File: config.mk
export PLATFORM = sky130hd
export DESIGN_NAME = tetris_piece_queue
export DESIGN_NICKNAME = d
export VERILOG_FILES = /design/src/rtl/tetris_pkg.sv /design/src/rtl/tetris_lfsr16.sv /design/src/rtl/tetris_piece_queue.sv
export SDC_FILE = /design/constraint.sdc
export NUM_CORES = 1
export LEC_CHECK = 0
export ABC_AREA = 1
export BUFFER_PORTS_ARGS = -buffer_cell sky130_fd_sc_hd__buf_2
export CAP_MARGIN = 20
export CORE_ASPECT_RATIO = 2
export CORE_UTILIZATION = 45
export DETAILED_ROUTE_END_ITERATION = 10
export PLACE_DENSITY = 0.65
export SYNTH_ARGS = -nofsm -noshare
export SYNTH_HDL_FRONTEND = slang
export SYNTH_SLANG_ARGS = --single-unit
File: constraint.sdc
create_clock -name clk -period 25.2 [get_ports clk]
set_clock_uncertainty 0.15 [all_clocks]
set_input_delay 5.04 -clock clk [delete_from_list [all_inputs] [get_ports clk]]
set_output_delay 5.04 -clock clk [all_outputs]
set_load 0.005 [all_outputs]
File: src/rtl/tetris_pkg.sv
// rtl/tetris_pkg.sv - shared piece types, generator modes and spawn helper
package tetris_pkg;

    typedef enum logic [2:0] {
        PIECE_I = 3'd0,
        PIECE_O = 3'd1,
        PIECE_T = 3'd2,
        PIECE_L = 3'd3,
        PIECE_J = 3'd4,
        PIECE_S = 3'd5,
        PIECE_Z = 3'd6
    } piece_type_t;

    typedef enum logic [1:0] {
        ROT_0   = 2'd0,
        ROT_90  = 2'd1,
        ROT_180 = 2'd2,
        ROT_270 = 2'd3
    } rotation_t;

    typedef struct packed {
        piece_type_t ptype;
        rotation_t   rot;
        logic [3:0]  x;
        logic [4:0]  y;
    } active_piece_t;

    typedef enum logic [1:0] {
        GEN_BAG    = 2'd0,
        GEN_RANDOM = 2'd1,
        GEN_CYCLE  = 2'd2
    } gen_mode_t;

    localparam int NUM_PIECE_TYPES = 7;

    function automatic active_piece_t spawn_piece(input piece_type_t t,
                                                  input logic [3:0] x,
                                                  input logic [4:0] y);
        active_piece_t p;
        p.ptype = t;
        p.rot   = ROT_0;
        p.x     = x;
        p.y     = y;
        return p;
    endfunction

endpackage

File: src/rtl/tetris_lfsr16.sv
// rtl/tetris_lfsr16.sv - 16-bit Galois LFSR (taps 0xB400) with entropy injection
module tetris_lfsr16 #(
    parameter logic [15:0] SEED = 16'hACE1
) (
    input  logic        clk,
    input  logic        reset,
    input  logic        entropy_i,
    output logic [15:0] lfsr_o
);
    logic [15:0] r_lfsr;
    logic [15:0] w_step;
    logic [15:0] w_next;

    always_comb begin
        w_step = {1'b0, r_lfsr[15:1]} ^ (r_lfsr[0] ? 16'hB400 : 16'h0000);
        w_next = w_step ^ {15'b0, entropy_i};
        // Entropy can cancel the state to zero, which would lock the register
        if (w_next == 16'h0000) w_next = SEED;
    end

    always_ff @(posedge clk) begin
        if (reset) r_lfsr <= SEED;
        else       r_lfsr <= w_next;
    end

    assign lfsr_o = r_lfsr;
endmodule

File: src/rtl/tetris_piece_queue.sv
// rtl/tetris_piece_queue.sv - piece generator feeding a head + preview shift queue
module tetris_piece_queue
    import tetris_pkg::*;
#(
    parameter int          NUM_TYPES     = NUM_PIECE_TYPES,
    parameter int          PREVIEW_DEPTH = 3,
    parameter gen_mode_t   GEN_MODE      = GEN_BAG,
    parameter logic [15:0] LFSR_SEED     = 16'hACE1,
    parameter logic [3:0]  SPAWN_X       = 4'd3,
    parameter logic [4:0]  SPAWN_Y       = 5'd0
) (
    input  logic                          clk,
    input  logic                          reset,
    input  logic                          entropy_i,
    input  logic                          pop_i,
    output logic                          valid_o,
    output active_piece_t                 piece_o,
    output logic [PREVIEW_DEPTH-1:0][2:0] preview_o,
    output logic [2:0]                    bag_left_o,
    output logic [15:0]                   dealt_cnt_o
);
    localparam int         QLEN      = PREVIEW_DEPTH + 1;
    localparam logic [6:0] FULL_MASK = 7'((1 << NUM_TYPES) - 1);

    typedef enum logic {S_FILL, S_READY} state_t;
    typedef struct packed {
        logic [2:0] pick;
        logic [6:0] mask;
    } draw_t;

    function automatic draw_t draw(input logic [15:0] lfsr, input logic [6:0] mask,
                                   input logic [2:0] cyc);
        logic [2:0] cand;
        logic [6:0] tmp;
        logic       found;
        int         idx;
        draw_t      d;
        cand = lfsr[2:0];
        // A third pass is only ever taken when NUM_TYPES is 2
        for (int r = 0; r < 3; r++)
            if (cand >= 3'(NUM_TYPES)) cand = cand - 3'(NUM_TYPES);
        d.pick = cand;
        d.mask = mask;
        found  = 1'b0;
        if (GEN_MODE == GEN_CYCLE) begin
            d.pick = cyc;
        end else if (GEN_MODE == GEN_BAG) begin
            for (int k = 0; k < NUM_TYPES; k++) begin
                idx = int'(cand) + k;
                if (idx >= NUM_TYPES) idx = idx - NUM_TYPES;
                tmp = mask >> idx;
                if (!found && tmp[0]) begin
                    found  = 1'b1;
                    d.pick = 3'(idx);
                end
            end
            d.mask = mask & ~(7'd1 << d.pick);
            if (d.mask == 7'd0) d.mask = FULL_MASK;
        end
        return d;
    endfunction

    function automatic logic [2:0] popcount(input logic [6:0] m);
        logic [2:0] cnt;
        logic [6:0] tmp;
        cnt = 3'd0;
        for (int i = 0; i < 7; i++) begin
            tmp = m >> i;
            cnt = cnt + {2'b00, tmp[0]};
        end
        return cnt;
    endfunction

    logic [15:0]   w_lfsr;
    draw_t         w_draw;
    logic          w_take;

    state_t        r_state;
    logic [2:0]    r_count;
    logic [2:0]    r_q [QLEN];
    logic [6:0]    r_mask;
    logic [2:0]    r_cyc;
    logic          r_valid;
    active_piece_t r_piece;
    logic [15:0]   r_dealt;
    logic [2:0]    r_bag_left;

    tetris_lfsr16 #(.SEED(LFSR_SEED)) u_lfsr (
        .clk       (clk),
        .reset     (reset),
        .entropy_i (entropy_i),
        .lfsr_o    (w_lfsr)
    );

    always_comb begin
        w_draw = draw(w_lfsr, r_mask, r_cyc);
        w_take = (r_state == S_FILL) || pop_i;
    end

    always_ff @(posedge clk) begin
        if (reset) begin
            r_state    <= S_FILL;
            r_count    <= 3'd0;
            r_mask     <= FULL_MASK;
            r_cyc      <= 3'd0;
            r_valid    <= 1'b0;
            r_piece    <= '0;
            r_dealt    <= 16'd0;
            r_bag_left <= 3'd0;
            for (int i = 0; i < QLEN; i++) r_q[i] <= 3'd0;
        end else begin
            if (w_take) begin
                r_mask <= w_draw.mask;
                r_cyc  <= (r_cyc == 3'(NUM_TYPES - 1)) ? 3'd0 : r_cyc + 3'd1;
            end
            r_bag_left <= (GEN_MODE == GEN_BAG) ? popcount(w_take ? w_draw.mask : r_mask) : 3'd0;
            case (r_state)
                S_FILL: begin
                    for (int i = 0; i < QLEN; i++)
                        if (i == int'(r_count)) r_q[i] <= w_draw.pick;
                    if (r_count == 3'd0)
                        r_piece <= spawn_piece(piece_type_t'(w_draw.pick), SPAWN_X, SPAWN_Y);
                    r_count <= r_count + 3'd1;
                    if (r_count == 3'(QLEN - 1)) begin
                        r_state <= S_READY;
                        r_valid <= 1'b1;
                    end
                end
                S_READY: begin
                    if (pop_i) begin
                        for (int i = 0; i < QLEN - 1; i++) r_q[i] <= r_q[i+1];
                        r_q[QLEN-1] <= w_draw.pick;
                        r_piece     <= spawn_piece(piece_type_t'(r_q[1]), SPAWN_X, SPAWN_Y);
                        r_dealt     <= r_dealt + 16'd1;
                    end
                end
                default: r_state <= S_FILL;
            endcase
        end
    end

    always_comb begin
        for (int i = 0; i < PREVIEW_DEPTH; i++) preview_o[i] = r_q[i+1];
    end

    assign valid_o     = r_valid;
    assign piece_o     = r_piece;
    assign bag_left_o  = r_bag_left;
    assign dealt_cnt_o = r_dealt;
endmodule
# [After elaboration in Yosys (flattened, before gate mapping)]
# Memory sizes are Yosys's and may differ from the RTL's.
# Index checks and enable logic that the tools add are counted.
# Widths: inputs -> output; s select.
[op_classes] add_sub_neg=24 order_cmp=10 eq_ne=6 shift=8 mux=61 n_bitwise=13 n_reduce_logical=21
[ops] op="$mux 32" n=7
[ops] op="$shr 7x32->1" n=7
[ops] op="$mux 3" n=18
[ops] op="$mux 1" n=30
[ops] op="$sub 4x3->5 const B" n=6
[ops] op="$mux 14" n=2
[ops] op="$pmux 14 s2" n=1
[ops] op="$ge 4x3->1 const B" n=6
[ops] op="$add 16x1->16 const B" n=1
[ops] op="$logic_not 16->1" n=1
[ops] op="$mux 16" n=1
[ops] op="$xor 15x16->16" n=1
[ops] op="$xor 16x1->16" n=1
[ops] op="$mux 7" n=2
[ops] op="$add 3x1->3" n=4
[ops] op="$add 3x3->4 const B" n=3
[ops] op="$ge 3x3->1 const B" n=4
[ops] op="$sub 3x3->3 const B" n=3
[ops] op="$add 3x2->4 const B" n=2
[ops] op="$or 1x1->1" n=8
[ops] op="$and 7x7->7" n=1
[ops] op="$logic_not 7->1" n=1
[ops] op="$not 7->7" n=1
[ops] op="$shl 1x3->7 const A" n=1
[ops] op="other kinds (17)" n=31
[totals] reg_bits=61 mem_bits_rw=12 in_bits=4 out_inout_bits=43 n_memories=1
[mem_list] name="r_q" words=4 word_bits=3 read_ports=3 rd_ports_with_merged_regs=0 write_ports=4 line="tetris_piece_queue.sv:80" text="logic [2:0] r_q [QLEN];"

# [Depth between registers and ports, before layout]
# Gate-level depths: netlist of the first run.
[logic_depth] depth_word=40 depth_mapped=58 ltp_nobuf=57

# [By module]
# From an unflattened synthesis of the first run, not the netlist that was laid out.
[unflattened] hier_cells=724 hier_area_um2=4914.7
[by_module_without_submodules] module="tetris_piece_queue" instances=1 cells_per_inst=629 area_each_um2=4201.5 seq_area_each_um2=970.9
[by_module_without_submodules] module="tetris_lfsr16" instances=1 cells_per_inst=95 area_each_um2=713.2 seq_area_each_um2=320.3

# [Worst setup path before layout of the first run]
# OpenSTA, ideal clock, no wires.
[synth_timing] kind="input -> register" start="in pop_i" end="reg r_bag_left[1] (netlist: bag_left_o[1])" setup_time_ns=0.065 arrival_ns=7.880 required_ns=24.985 path_slack_ns=17.105 cell_stages=17 n_path_buf=1 cell_sequence="nor2_1 -> a21oi_1 -> nand3_1 -> nand2_1 -> nand2_1 -> nor2_2 -> nand2_2 -> buf_6 -> nand2_1 -> fa_1 -> inv_1 -> fa_1 -> inv_1 -> fa_1 -> fa_1 -> inv_1 -> nor2_1"
[synth_between] elab_chain_cells=8
[synth_rtl] item="from (decl)" line="tetris_piece_queue.sv:15" text="input logic pop_i,"
[synth_rtl] item="$logic_or 1x1->1 (*)" line="tetris_piece_queue.sv:97" text="w_take = (r_state == S_FILL) || pop_i;"
[synth_rtl] item="$mux 7 (*)"
[synth_rtl] item="$add 1x1->2" line="tetris_piece_queue.sv:69" text="cnt = cnt + {2'b00, tmp[0]};"
[synth_rtl] item="$add 2x1->3" line="tetris_piece_queue.sv:69"
[synth_rtl] item="$add 3x1->3 (3 in series)" line="tetris_piece_queue.sv:69"
[synth_rtl] item="$add 3x1->3 (*)" line="tetris_piece_queue.sv:69"
[synth_rtl] item="to (signal assigned)" line="tetris_piece_queue.sv:116" text="r_bag_left <= (GEN_MODE == GEN_BAG) ? popcount(w_take ? w_draw.mask : r_mask) : 3'd0;"
[synth_rtl] item="to (decl)" line="tetris_piece_queue.sv:86" text="logic [2:0] r_bag_left;"
# Mark *: on every way between the ends. The rest lies on a longest branch, timed or not.
# A chain may end at the register's enable or synchronous reset.

# [Final worst setup path of the first run]
[layout_timing] start="reg u_lfsr.r_lfsr[0] (netlist: u_lfsr.lfsr_o[0])" end="reg r_bag_left[1] (netlist: bag_left_o[1])"
[layout_between] elab_chain_cells=40
[layout_rtl] item="from (decl)" line="tetris_lfsr16.sv:10" text="logic [15:0] r_lfsr;"
[layout_rtl] item="from (signal assigned)" line="tetris_lfsr16.sv:23" text="else r_lfsr <= w_next;"
[layout_rtl] item="$sub 3x3->3 / $ge 3x3->1 (equally long branches)" line="tetris_piece_queue.sv:41" text="if (cand >= 3'(NUM_TYPES)) cand = cand - 3'(NUM_TYPES);"
[layout_rtl] item="$mux 3 (*)" line="tetris_piece_queue.sv:41"
[layout_rtl] item="$sub 3x3->3 / $ge 3x3->1 (equally long branches)" line="tetris_piece_queue.sv:41"
[layout_rtl] item="$mux 3 (*)" line="tetris_piece_queue.sv:41"
[layout_rtl] item="$sub 3x3->3 / $ge 3x3->1 (equally long branches)" line="tetris_piece_queue.sv:41"
[layout_rtl] item="$mux 3 (*)" line="tetris_piece_queue.sv:41"
[layout_rtl] item="parallel branches: the longest is 21 deep, another holds $sub 4x3->5"
[layout_rtl] item="$mux 3 (*)" line="tetris_piece_queue.sv:52" text="if (!found && tmp[0]) begin"
[layout_rtl] item="(+2 left out)"
[layout_rtl] item="$and 7x7->7 (*)" line="tetris_piece_queue.sv:57" text="d.mask = mask & ~(7'd1 << d.pick);"
[layout_rtl] item="$logic_not 7->1" line="tetris_piece_queue.sv:58" text="if (d.mask == 7'd0) d.mask = FULL_MASK;"
[layout_rtl] item="$mux 7 (*)" line="tetris_piece_queue.sv:58"
[layout_rtl] item="$mux 7 (*)"
[layout_rtl] item="$add 1x1->2" line="tetris_piece_queue.sv:69"
[layout_rtl] item="$add 2x1->3" line="tetris_piece_queue.sv:69"
[layout_rtl] item="$add 3x1->3 (3 in series)" line="tetris_piece_queue.sv:69"
[layout_rtl] item="$add 3x1->3 (*)" line="tetris_piece_queue.sv:69"
# Mark *: on every way between the ends.

==> results of run 1 <==
==> registers in the layout, indices dropped and copies added (netlist names) <==
name,flops
dealt_cnt_o,16
u_lfsr.lfsr_o,16
r_q,9
r_mask,7
piece_o,4
bag_left_o,3
r_count,3
r_state,1
valid_o,1
==> layout make-up <==
cell class	instances	area share, %
timing repair buffer	38	3.53
sequential	60	23.6
tap	137	3.14
clock inverter	3	0.778
clock buffer	13	4.97
inverter	107	7.35
multi-input combinational	533	56.6
==> metal layers <==
layer	GRT usage (%)	up-vias
met3	2.83	51
met4	17.4	0
met2	48.1	145
met5	0	-
li1	-	2351
met1	23.6	2182
==> cells by family (layout without fill, tap and decap cells) <==
family,count (synthesis),count (layout),share of synthesized area (%)
AOI/OAI and AO/OA,97,97,12.4
xor gates and xnor gates,8,8,1.58
adders and majority gates,32,32,8.94
buffers and inverters,125,161,11.1
DFF,60,60,26.4
other,1,9,0.0766
and+or+nand+nor,387,387,39.6
==> report_power, final <==
| group | switching (mW) | internal [mW] | total [mW] |
|---|---|---|---|
| clock network | 0.0412 | 0.0850 | 0.126 |
| logic | 0.126 | 0.0658 | 0.192 |
| registers | 0.0158 | 0.113 | 0.129 |
==> stage by stage <==
step / worst slack [ns] / power (mW) / hold WS (ns)
2_1_floorplan: 17.10 / 0.268 / 0.250
3_3_place_gp: 16.12 / 0.318 / 0.267
3_5_place_dp: 15.81 / 0.322 / 0.268
4_1_cts: 15.78 / 0.450 / 0.277
5_1_grt: 14.99 / 0.480 / 0.302
6_report: 15.75 / 0.448 / 0.274
==> cell usage after synthesis, drive strengths merged <==
cell     number
nand2       203
inv         106
nand3        86
nor2         64
dfxtp        51
o21ai        51
a21oi        27
ha           27
buf          14
nand4        10
o211ai       10
or2          10
edfxtp        9
nor3          8
xor2          7
fa            5
a21boi        4
clkbuf        4
nand3b        3
or4           2
a22o          1
a31oi         1
clkinv        1
conb          1
nor4          1
o2111ai       1
o21a          1
o311ai        1
xnor2         1
==> final timing paths <==
check,slack [ns],end,from,cells past startpoint
setup / recovery,15.75,bag_left_o[1],u_lfsr.lfsr_o[0],49
hold / removal,0.27,u_lfsr.lfsr_o[3],u_lfsr.lfsr_o[4],2
setup reg to reg,15.75,bag_left_o[1],u_lfsr.lfsr_o[0],49
hold reg to reg,0.27,u_lfsr.lfsr_o[3],u_lfsr.lfsr_o[4],2
==> layout by cell type, fill, tap and decap left out, types with 10 or more instances in the layout <==
cell type	synthesis	final
inv_2	12	12
buf_2	0	37
nand2_1	181	181
a21oi_1	24	24
nor2_1	57	57
ha_1	27	27
nand3_1	72	72
nand2_2	15	15
o211ai_1	10	10
o21ai_0	45	45
inv_1	94	94
dfxtp_1	51	51
clkbuf_16	0	10
nand4_1	10	10
==> worst max-delay path: cells and delay by family, from the launching register on <==
family	cells	cell delay [ns]
and+or+nand+nor	22	2.69
DFF	1	0.56
buffers and inverters	12	1.29
AOI/OAI and AO/OA	4	1.12
adders and majority gates	11	3.54
==> metrics, run 1 <==
most used cell, CP=inv_1; CTS Hold Bufs=0; placed cell count=875; DIE HEIGHT=150 um; Sequential Area=1290 um2; Yosys top cell area share=20.8%; drt pass-1 iters=6; post-route minimum period=9.45 ns; met3 wire len=437 um; DR iter-0 viols=275; Worst setup SP type=flip-flop; Cells after Synth=710; Sink Count=60; Area Overhead vs Synth=11.6%; GPL Wtd Cong=1.00; Finished Core Util=51.8%; wl on met1=4610 um; CP required=25.31 ns; via count=4729; DIE AREA=11300 um2; PortBufs=37; area occupied by multi-input gates=3090 um2; DIE WIDTH=75.8 um; synth unique cells=48; pin count of the biggest net entering global routing=26; vias in the first global route=4614; Clk pin slew, worst setup/hold paths=0.05 ns; DR WL met2=7480 um; GRT Overall Usage=25.4%; Area contributors post-synth=dfxtp_1, nand2_1, nand3_1; insertion delay to the later sink of the worst-skew pair=0.33 ns; total CTS buffers=9; Hold/Removal Path Class=flip-flop to flip-flop; antenna violations before repair=0; top sig layer=met4; share of cells above drive strength 1=17.1%; Slew headroom=55.1%; PD cells=81.9 nW/um2; FF+latch count, synth=60; Placed Area=5150 um2; CTS resizes=0; setup_tns=0 ns; CP peak stage delay=0.56 ns; ant diodes=0; crit end category=flip-flop; DRC=0; Final period util=37.5%; Ports=47; CTS tree=built; final instance area=5470 um2; CTS H-tree depth=3; Fillers=1095; fmax=106 MHz; Slew @ Worst Pin=0.666 ns; clk buf depth=2; critical path fanouts, max=12; GRT overflow=0; max-capacitance violation count=0; area leader, netlist=dfxtp_1; Finish-stage setup viols=0; YS warnings=0; first-pass GRT wire length=21500 um; WS Path Type=flip-flop to flip-flop; status=complete, no violations; Final Max Tran Viols=0; Post-Route WL=13400 um; root buf cell=clkbuf_16; Setup Buffers After CTS=0; Core ar.=10500 um2; slowest CP cell=dfxtp_1; maximum vdd ir drop=0.0738 mV; DR WL/cell=15.0 um; RSZ-0062 raised after global routing=false; Worst EP arrival=9.56 ns; vias per cell=5.31; placement row count=53; Synth Area per Inst=6.90 um2; fin cells=891; HPWL Detailed=10800 um; Seq/Total Area, Yosys=26.4%; endpoints failing hold=0; ANT nets after route=0; fin nets=785; P_leak=2.76 nW; Initial Util=46.4%; Syn Std Cell Area=4900 um2
(Power assumes the default switching activity.)
==> run 2: changes to the inputs <==
- PLACE_DENSITY: 0.65 -> 0.68
- clock period: 25.2 -> 7.6 ns (I/O delays scaled with it)
==> run 2 against run 1 <==
Compared with the run above: worst setup slack got worse by 16 ns; wire length rose by 11%; final cell count up 5.9%; global-route usage increased by 1.6 points; critical path type unchanged; largest cell class unchanged.
==> metrics, run 2 (same netlist as run 1, synthesis figures left out) <==
crit end category=flip-flop; HPWL Detailed=11300 um (+4.3%); CTS Hold Bufs=0 (unchanged); insertion delay to the later sink of the worst-skew pair=0.32 ns (about the same); most used cell, CP=nand2_2; CP peak stage delay=0.56 ns (about the same); Slew headroom=62.7% (+7.6 points); WS Path Type=flip-flop to flip-flop; Core ar.=10500 um2 (unchanged); maximum vdd ir drop=0.242 mV (+230%); Post-Route WL=14800 um (+11%); Area Overhead vs Synth=30.8%; CP required=7.71 ns (-17.60 ns); total CTS buffers=9 (unchanged); ant diodes=0 (unchanged); CTS H-tree depth=3 (unchanged); DR iter-0 viols=242 (-12%); Initial Util=46.4% (unchanged); Slew @ Worst Pin=0.559 ns (-0.107 ns); Hold/Removal Path Class=flip-flop to flip-flop; GRT overflow=0 (unchanged); vias in the first global route=5164 (+12%); status=complete, no violations; pin count of the biggest net entering global routing=27 (+3.8%); Worst path depth=55 (+12%); Ports=47 (unchanged); Finished Core Util=60.7% (+8.9 points); Final period util=98.4% (+61 points); drt pass-1 iters=4 (-2); placement row count=53 (unchanged); CTS tree=built; critical path fanouts, max=6 (-6); DRC=0 (unchanged); Finish-stage setup viols=0 (unchanged); max-capacitance violation count=0 (unchanged); Worst setup SP type=flip-flop; clk buf depth=2 (unchanged); via count=5071 (+7.2%); GRT Overall Usage=27.0% (+1.6 points); fin nets=838 (+6.8%); Clk pin slew, worst setup/hold paths=0.05 ns (about the same); DIE AREA=11300 um2 (unchanged); PortBufs=37 (unchanged); antenna violations before repair=0 (unchanged); DR WL/cell=15.7 um (+4.4%); worst reg2reg path depth=55 (+12%); RSZ-0062 raised after global routing=true; slowest CP cell=fa_1; DIE WIDTH=75.8 um (unchanged); Final Max Tran Viols=0 (unchanged); post-route minimum period=7.48 ns (-1.98 ns); commonest non-fill, non-tap cells in the layout=nand2_1, inv_1, nand3_1; fmax=134 MHz (+26%); first-pass GRT wire length=23000 um (+6.9%); DIE HEIGHT=150 um (unchanged); Worst EP arrival=7.59 ns (-1.97 ns); P_leak=3.05 nW (+10%); GPL Wtd Cong=0.979 (-2.4%); CP bufs+invs=10 (-2); share of cells above drive strength 1=34.1% (+17 points); endpoints failing hold=0 (unchanged); worst hold stages=2 (unchanged); commonest non-fill, non-tap cell in the layout=nand2_1; ANT nets after route=0 (unchanged); Final Power=1.60 mW (+260%); Sink Count=60 (unchanged); root buf cell=clkbuf_16; PD cells=250 nW/um2 (+200%); vias per cell=5.37 (+1.2%); family with the most delay on the worst path=adder cells
## run 2: cell type report
cell class / count / area (um2)
sequential: 60 / 1290
tap: 137 / 171
multi-input combinational: 533 / 3600
timing repair buffer: 91 / 637
fill: 944 / 4140
clock buffer: 9 / 225
inverter: 107 / 429
clock inverter: 7 / 51.3
## run 2: worst paths after layout
| path | startpoint | end | slack, ns |
|---|---|---|---|
| min reg2reg | u_lfsr.lfsr_o[4] | u_lfsr.lfsr_o[3] | 0.27 |
| max | u_lfsr.lfsr_o[1] | bag_left_o[1] | 0.12 |
| max reg2reg | u_lfsr.lfsr_o[1] | bag_left_o[1] | 0.12 |
| min | u_lfsr.lfsr_o[4] | u_lfsr.lfsr_o[3] | 0.27 |
## run 2: power breakdown
part           switching [mW]  internal [mW]  total (mW)
Clock                   0.146          0.221       0.367
Sequential             0.0544          0.376       0.430
Combinational           0.494          0.308       0.802
Total                   0.694          0.905        1.60
## run 2: per-layer routing
| metal | vias up | wire (um) | global-route usage (%) |
|---|---|---|---|
| met2 | 153 | 8360 | 50.4 |
| met1 | 2377 | 4940 | 24.3 |
| met3 | 68 | 455 | 3.16 |
| met4 | 0 | 1030 | 21.3 |
| li1 | 2473 | - | - |
| met5 | - | 0 | 0 |
## run 2: what timing repair did
action | in CTS | in global routing
setup endpoints to repair | 2 | 3
resized for setup | 29 | 117
endpoints found under the hold margin | 0 | 0
pin swaps | 9 | 63
buffers inserted | 6 | 16
## run 2: worst min-delay path, stage by stage (launching register included)
cell and delay (ns):
dfxtp_1 0.30, inv_1 0.04, nor2_1 0.03
## run 2: metrics by stage
step	hold slack [ns]	worst slack, ns	std cells	setup TNS [ns]	cell area, um2
2_1_floorplan	0.250	0.0309	718	0	4950
3_3_place_gp	0.256	-0.0268	906	-0.0268	5410
3_5_place_dp	0.269	-0.282	906	-0.491	5410
4_1_cts	0.277	0.0312	928	0	5860
5_1_grt	0.303	-0.267	944	-0.444	6400
6_report	0.274	0.124	944	0	6400
